`config.mk`:
```
export PLATFORM = sky130hd
export DESIGN_NAME = fpu_op_sequencer
export DESIGN_NICKNAME = d
export VERILOG_FILES = /design/src/rtl/fpu_op_sequencer.sv
export SDC_FILE = /design/constraint.sdc
export NUM_CORES = 1
export LEC_CHECK = 0
export CAP_MARGIN = 20
export CELL_PAD_IN_SITES_DETAIL_PLACEMENT = 1
export CELL_PAD_IN_SITES_GLOBAL_PLACEMENT = 2
export CORE_ASPECT_RATIO = 0.5
export CORE_MARGIN = 3
export CORE_UTILIZATION = 24
export DETAILED_ROUTE_END_ITERATION = 7
export GPL_TIMING_DRIVEN = 0
export PLACE_DENSITY = 0.78
export SLEW_MARGIN = 20
export SYNTH_ARGS = -nofsm -noshare
export SYNTH_HDL_FRONTEND = slang
export SYNTH_SLANG_ARGS = --single-unit
```
`constraint.sdc`:
```
create_clock -name clk -period 2.2 [get_ports clk]
set_input_delay 0.33 -clock clk [delete_from_list [all_inputs] [get_ports clk]]
set_output_delay 0.33 -clock clk [all_outputs]
set_load 0.01 [all_outputs]
```
`src/rtl/fpu_op_sequencer.sv`:
```
// Command sequencer for the Q8.23 add/mul/div unit: accepts one command at a time,
// drives operands and the divide start pulse, then returns the result with its tag.
module fpu_op_sequencer #(
   parameter int unsigned WIDTH       = 32,
   parameter int unsigned FIX_LAT     = 1,
   parameter int unsigned DIV_TIMEOUT = 64,
   parameter int unsigned TAG_W       = 4
) (
   input  logic             clk,
   input  logic             rst_n,
   // command channel
   input  logic             cmd_valid,
   output logic             cmd_ready,
   input  logic [WIDTH-1:0] cmd_a,
   input  logic [WIDTH-1:0] cmd_b,
   input  logic [1:0]       cmd_op,
   input  logic [TAG_W-1:0] cmd_tag,
   // arithmetic unit side
   output logic [WIDTH-1:0] alu_a,
   output logic [WIDTH-1:0] alu_b,
   output logic [1:0]       alu_op,
   output logic             alu_start,
   input  logic [WIDTH-1:0] alu_c,
   input  logic             alu_done,
   // response channel
   output logic             rsp_valid,
   input  logic             rsp_ready,
   output logic [WIDTH-1:0] rsp_data,
   output logic [TAG_W-1:0] rsp_tag,
   output logic             rsp_err,
   output logic [7:0]       err_count
);

   localparam int unsigned CNT_W  = (FIX_LAT > 1) ? $clog2(FIX_LAT + 1) : 1;
   localparam int unsigned TCNT_W = (DIV_TIMEOUT > 2) ? $clog2(DIV_TIMEOUT) : 1;

   localparam logic [1:0] OP_ADD = 2'b00;
   localparam logic [1:0] OP_MUL = 2'b01;
   localparam logic [1:0] OP_DIV = 2'b10;

   localparam logic [CNT_W-1:0]  CNT_LOAD  = CNT_W'(FIX_LAT);
   localparam logic [TCNT_W-1:0] TCNT_LAST = TCNT_W'(DIV_TIMEOUT - 1);
   localparam logic [7:0]        ERR_MAX   = 8'hFF;

   typedef enum logic [1:0] {
      IDLE     = 2'd0,
      WAIT_FIX = 2'd1,
      WAIT_DIV = 2'd2,
      RESP     = 2'd3
   } state_t;

   state_t              state_q, state_d;
   logic [CNT_W-1:0]    cnt_q, cnt_d;
   logic [TCNT_W-1:0]   tcnt_q, tcnt_d;
   logic [TAG_W-1:0]    tag_q, tag_d;
   logic [WIDTH-1:0]    alu_a_d, alu_b_d;
   logic [1:0]          alu_op_d;
   logic                alu_start_d;
   logic                rsp_valid_d;
   logic [WIDTH-1:0]    rsp_data_d;
   logic [TAG_W-1:0]    rsp_tag_d;
   logic                rsp_err_d;
   logic                err_bump;
   logic [7:0]          err_count_d;

   assign cmd_ready = (state_q == IDLE);

   // State and all registered outputs
   always_ff @(posedge clk or negedge rst_n) begin
      if (!rst_n) begin
         state_q   <= IDLE;
         cnt_q     <= '0;
         tcnt_q    <= '0;
         tag_q     <= '0;
         alu_a     <= '0;
         alu_b     <= '0;
         alu_op    <= OP_ADD;
         alu_start <= 1'b0;
         rsp_valid <= 1'b0;
         rsp_data  <= '0;
         rsp_tag   <= '0;
         rsp_err   <= 1'b0;
         err_count <= '0;
      end else begin
         state_q   <= state_d;
         cnt_q     <= cnt_d;
         tcnt_q    <= tcnt_d;
         tag_q     <= tag_d;
         alu_a     <= alu_a_d;
         alu_b     <= alu_b_d;
         alu_op    <= alu_op_d;
         alu_start <= alu_start_d;
         rsp_valid <= rsp_valid_d;
         rsp_data  <= rsp_data_d;
         rsp_tag   <= rsp_tag_d;
         rsp_err   <= rsp_err_d;
         err_count <= err_count_d;
      end
   end

   // Next-state and next-output decode
   always_comb begin
      state_d     = state_q;
      cnt_d       = cnt_q;
      tcnt_d      = tcnt_q;
      tag_d       = tag_q;
      alu_a_d     = alu_a;
      alu_b_d     = alu_b;
      alu_op_d    = alu_op;
      alu_start_d = 1'b0;
      rsp_valid_d = rsp_valid;
      rsp_data_d  = rsp_data;
      rsp_tag_d   = rsp_tag;
      rsp_err_d   = rsp_err;
      err_bump    = 1'b0;

      case (state_q)
         IDLE: begin
            if (cmd_valid) begin
               alu_a_d = cmd_a;
               alu_b_d = cmd_b;
               tag_d   = cmd_tag;
               case (cmd_op)
                  OP_ADD, OP_MUL: begin
                     alu_op_d = cmd_op;
                     cnt_d    = CNT_LOAD;
                     state_d  = WAIT_FIX;
                  end
                  OP_DIV: begin
                     alu_op_d    = cmd_op;
                     alu_start_d = 1'b1;
                     tcnt_d      = '0;
                     state_d     = WAIT_DIV;
                  end
                  default: begin
                     // Illegal opcode: answer straight away, the unit is left alone
                     rsp_data_d  = '0;
                     rsp_err_d   = 1'b1;
                     rsp_tag_d   = cmd_tag;
                     rsp_valid_d = 1'b1;
                     err_bump    = 1'b1;
                     state_d     = RESP;
                  end
               endcase
            end
         end

         WAIT_FIX: begin
            if (cnt_q != '0) begin
               cnt_d = cnt_q - CNT_W'(1);
            end else begin
               rsp_data_d  = alu_c;
               rsp_err_d   = 1'b0;
               rsp_tag_d   = tag_q;
               rsp_valid_d = 1'b1;
               state_d     = RESP;
            end
         end

         WAIT_DIV: begin
            tcnt_d = tcnt_q + TCNT_W'(1);
            // Done is ignored while the start pulse is still out; done beats timeout
            if (alu_done && !alu_start) begin
               rsp_data_d  = alu_c;
               rsp_err_d   = 1'b0;
               rsp_tag_d   = tag_q;
               rsp_valid_d = 1'b1;
               state_d     = RESP;
            end else if (tcnt_q == TCNT_LAST) begin
               rsp_data_d  = '0;
               rsp_err_d   = 1'b1;
               rsp_tag_d   = tag_q;
               rsp_valid_d = 1'b1;
               err_bump    = 1'b1;
               state_d     = RESP;
            end
         end

         RESP: begin
            if (rsp_ready) begin
               rsp_valid_d = 1'b0;
               state_d     = IDLE;
            end
         end

         default: begin
            state_d = IDLE;
         end
      endcase
   end

   // Saturating error-response counter
   always_comb begin
      err_count_d = err_count;
      if (err_bump && (err_count != ERR_MAX)) begin
         err_count_d = err_count + 8'd1;
      end
   end

endmodule

```
==> metrics.txt <==
Syn Nets=530; Synth top cells by count=dfrtp_1 (126), mux2_2 (78), nand2_1 (41), inv_1 (40), mux2i_1 (35); CP max stage cell=or4_4; outcome=complete, no violations; final instance area=8627 sq um; antenna fix cells=0; gr ovfl total=0; die height=111.6 um; Pleak=3.672 nW; CTS max path bufs=2; min-delay src=cmd_op[1]; crit path cell chain=inv_2, ha_4, inv_1, or4_4, buf_6, a21oi_4, mux2_2; final slew viol count=0; ANT nets after route=0; critical path fanouts, max=8; largest net degree at the start of global routing=71; dpl cells=927; Synth area leaders=dfrtp_1 (59%), mux2_2 (16%), mux2i_1 (6.5%); Slew @ Worst Pin=0.6780 ns; critical path class=reg2reg; Layout area overhead=61.17%; Period Utilization, post-route=97.77%; Worst EP arrival=2.44 ns; Yosys top cell by area=dfrtp_1; Buf+Inv Stages, Crit Path=3; DP Area=7943 sq um; Final Hold Vio Count=0; vias in the first global route=4484; Synth top area share=58.91%; count leader, synth=dfrtp_1; Hold Path Cell Cnt=3; Initial Utilization=25.24%; clock latency on the worst-skew pair=0.41 ns; CTS tree=done; RSZ-0062 raised after global routing=yes; Post-synth top flop=dfrtp_1; sequential area share after synthesis=58.91%; register bit total from synthesis=126; layout cells sized above 1=20.90%; Max Clock Skew=0.01071 ns; Vias/cell=4.151; Core Box Area=21200 sq um; Startpoint Class=register; drt total wl=16.74 mm; worst min-delay path class=in2reg; P per Cell Area=1375 nW/um^2; DR vias=3993; fill count=2272; hold path endpoint=state_q[1]; critical path required time=2.49 ns; Post-synth EDFFs=0; Synth cell types=39; # H-tree levels=4; Mapped Cells=415; count of endpoints failing setup in the final report=0; Mapped Avg Cell Area=12.90 sq um; hpwl dp=12.61 mm; DR WL/cell=17.40 um; fin cells=962; I/O pin cnt=221; fmax=464.9 MHz; hold_ws=0.4395 ns; r2r endpoint=err_count[1]; Total Routing Usage GR=14.08%; Worst setup EP type=register; RD Place Congestion=0.7372; Die Width=217.2 um; Reg clk slew, reported paths=0.06 ns; Remaining DRCs=0; reg2reg start=state_q[0]; Num CTS Buffers=17; Slew HR=54.71%; DR pass1 iterations=4; synth warn=0; full die area=24240 sq um; Tmin final=2.151 ns; FF-to-FF path depth=7; clock tree sinks=126; Mapped Area=5353 sq um; fraction of registers with async set/reset=100.0%; r2r setup slk=0.05 ns; max-cap violation count=0; global-route wire length before repair=26.32 mm; CP peak stage delay=0.56 ns; worst vdd ir=0.4795 mV; row count=37; initial antenna violation count=0; input/output buffers=219; delay-heaviest family, CP=simple AND/OR/NAND/NOR gates; number of DRC markers in iteration 0=170; final net count=772; Clock Tree Root=clkbuf_16
-- sequential cells by signal (all words and copies together), names as in the netlist --
name       count
alu_start      1
rsp_valid      1
alu_b         32
alu_a         32
alu_op         2
err_count      8
tag_q          4
tcnt_q         6
rsp_err        1
cnt_q          1
rsp_tag        4
state_q        2
rsp_data      32
-- layer usage --
metal	up-vias	global-route usage, %	wire [um]
li1	1882	-	-
met1	2038	15.80	6651
met2	55	26.61	9337
met3	18	3.191	409
met4	0	4.297	340
met5	-	0	0
-- power breakdown --
part / leakage [nW] / switching [mW] / total [mW] / internal [mW]
registers: 1.56 / 0.524 / 3.79 / 3.27
clock network: 0.293 / 1.11 / 2.88 / 1.77
logic: 1.82 / 2.23 / 5.19 / 2.96
total: 3.67 / 3.86 / 11.9 / 8.00
-- metrics by stage --
| stage | setup slack [ns] | power (mW) | TNS (ns) | utilization (%) |
|---|---|---|---|---|
| global route | -0.04456 | 12.62 | -0.04770 | 40.69 |
| floorplan | 0.09117 | 6.366 | 0 | - |
| CTS | -0.09255 | 12.07 | -0.1498 | 40.58 |
| global placement | -4.623 | 8.893 | -587.32 | 37.31 |
| detailed placement | -0.2524 | 9.045 | -9.940 | 37.46 |
| finish | 0.04908 | 11.86 | 0 | 40.69 |
-- area by class of cell --
class / count / area [sq um] / share of cell area [%]
clock inverters: 12 / 133.9 / 1.552
well taps: 292 / 365.4 / 4.235
repair buffers: 224 / 2257 / 26.16
flip-flops and latches: 126 / 3153 / 36.55
plain buffers: 17 / 102.6 / 1.189
inverters: 40 / 150.1 / 1.740
multi-input cells: 231 / 1998 / 23.16
clock buffers: 20 / 466.7 / 5.410
-- cell usage in the layout (no fill, tap or decap), drive strengths merged, types with 4 or more instances in the layout --
cell type,netlist,final
buf,12,11
xor2,4,4
dfrtp,126,126
clkbuf,6,31
nand2,41,41
nand3,7,7
clkdlybuf4s50,0,218
a21oi,6,6
mux2i,35,35
nor2,11,11
inv,40,43
xnor2,5,5
ha,8,8
mux2,78,78
clkinv,0,5
-- what timing repair did --
action,CTS,global route
setup buffers,3,0
hold endpoints to repair,56,0
setup endpoints to repair,109,84
resized for setup,12,13
hold buffers,1,0
pin swaps,1,0
-- cell families after synthesis --
kind of cell,Yosys count,share of synthesized area [%]
muxes,113,22.95
and+or+nand+nor,76,6.452
AOI/OAI and AO/OA,25,4.044
xor gates and xnor gates,9,1.473
buffers and inverters,58,4.301
adders and majority gates,8,1.870
DFF,126,58.91
-- worst register-to-register path, delay by kind of cell, from the launching register on --
family                     cells  cell delay [ns]
muxes                          1             0.35
DFF                            1             0.42
adders and majority gates      1             0.17
buffers and inverters          3             0.38
AOI/OAI and AO/OA              1             0.17
and+or+nand+nor                1             0.56
-- worst max-delay path by stage --
stage | startpoint | end | slack (ns) | cells after the start
2_1_floorplan | state_q[0] | err_count[1] | 0.09 | 7
3_3_place_gp | rst_n | alu_b[5] | -4.62 | 1
3_5_place_dp | state_q[0] | tcnt_q[3] | -0.25 | 8
4_1_cts | state_q[0] | err_count[1] | -0.09 | 7
5_1_grt | state_q[0] | err_count[1] | -0.04 | 7
6_report | state_q[0] | err_count[1] | 0.05 | 7
No activity file was read; power rests on OpenSTA's default activity.
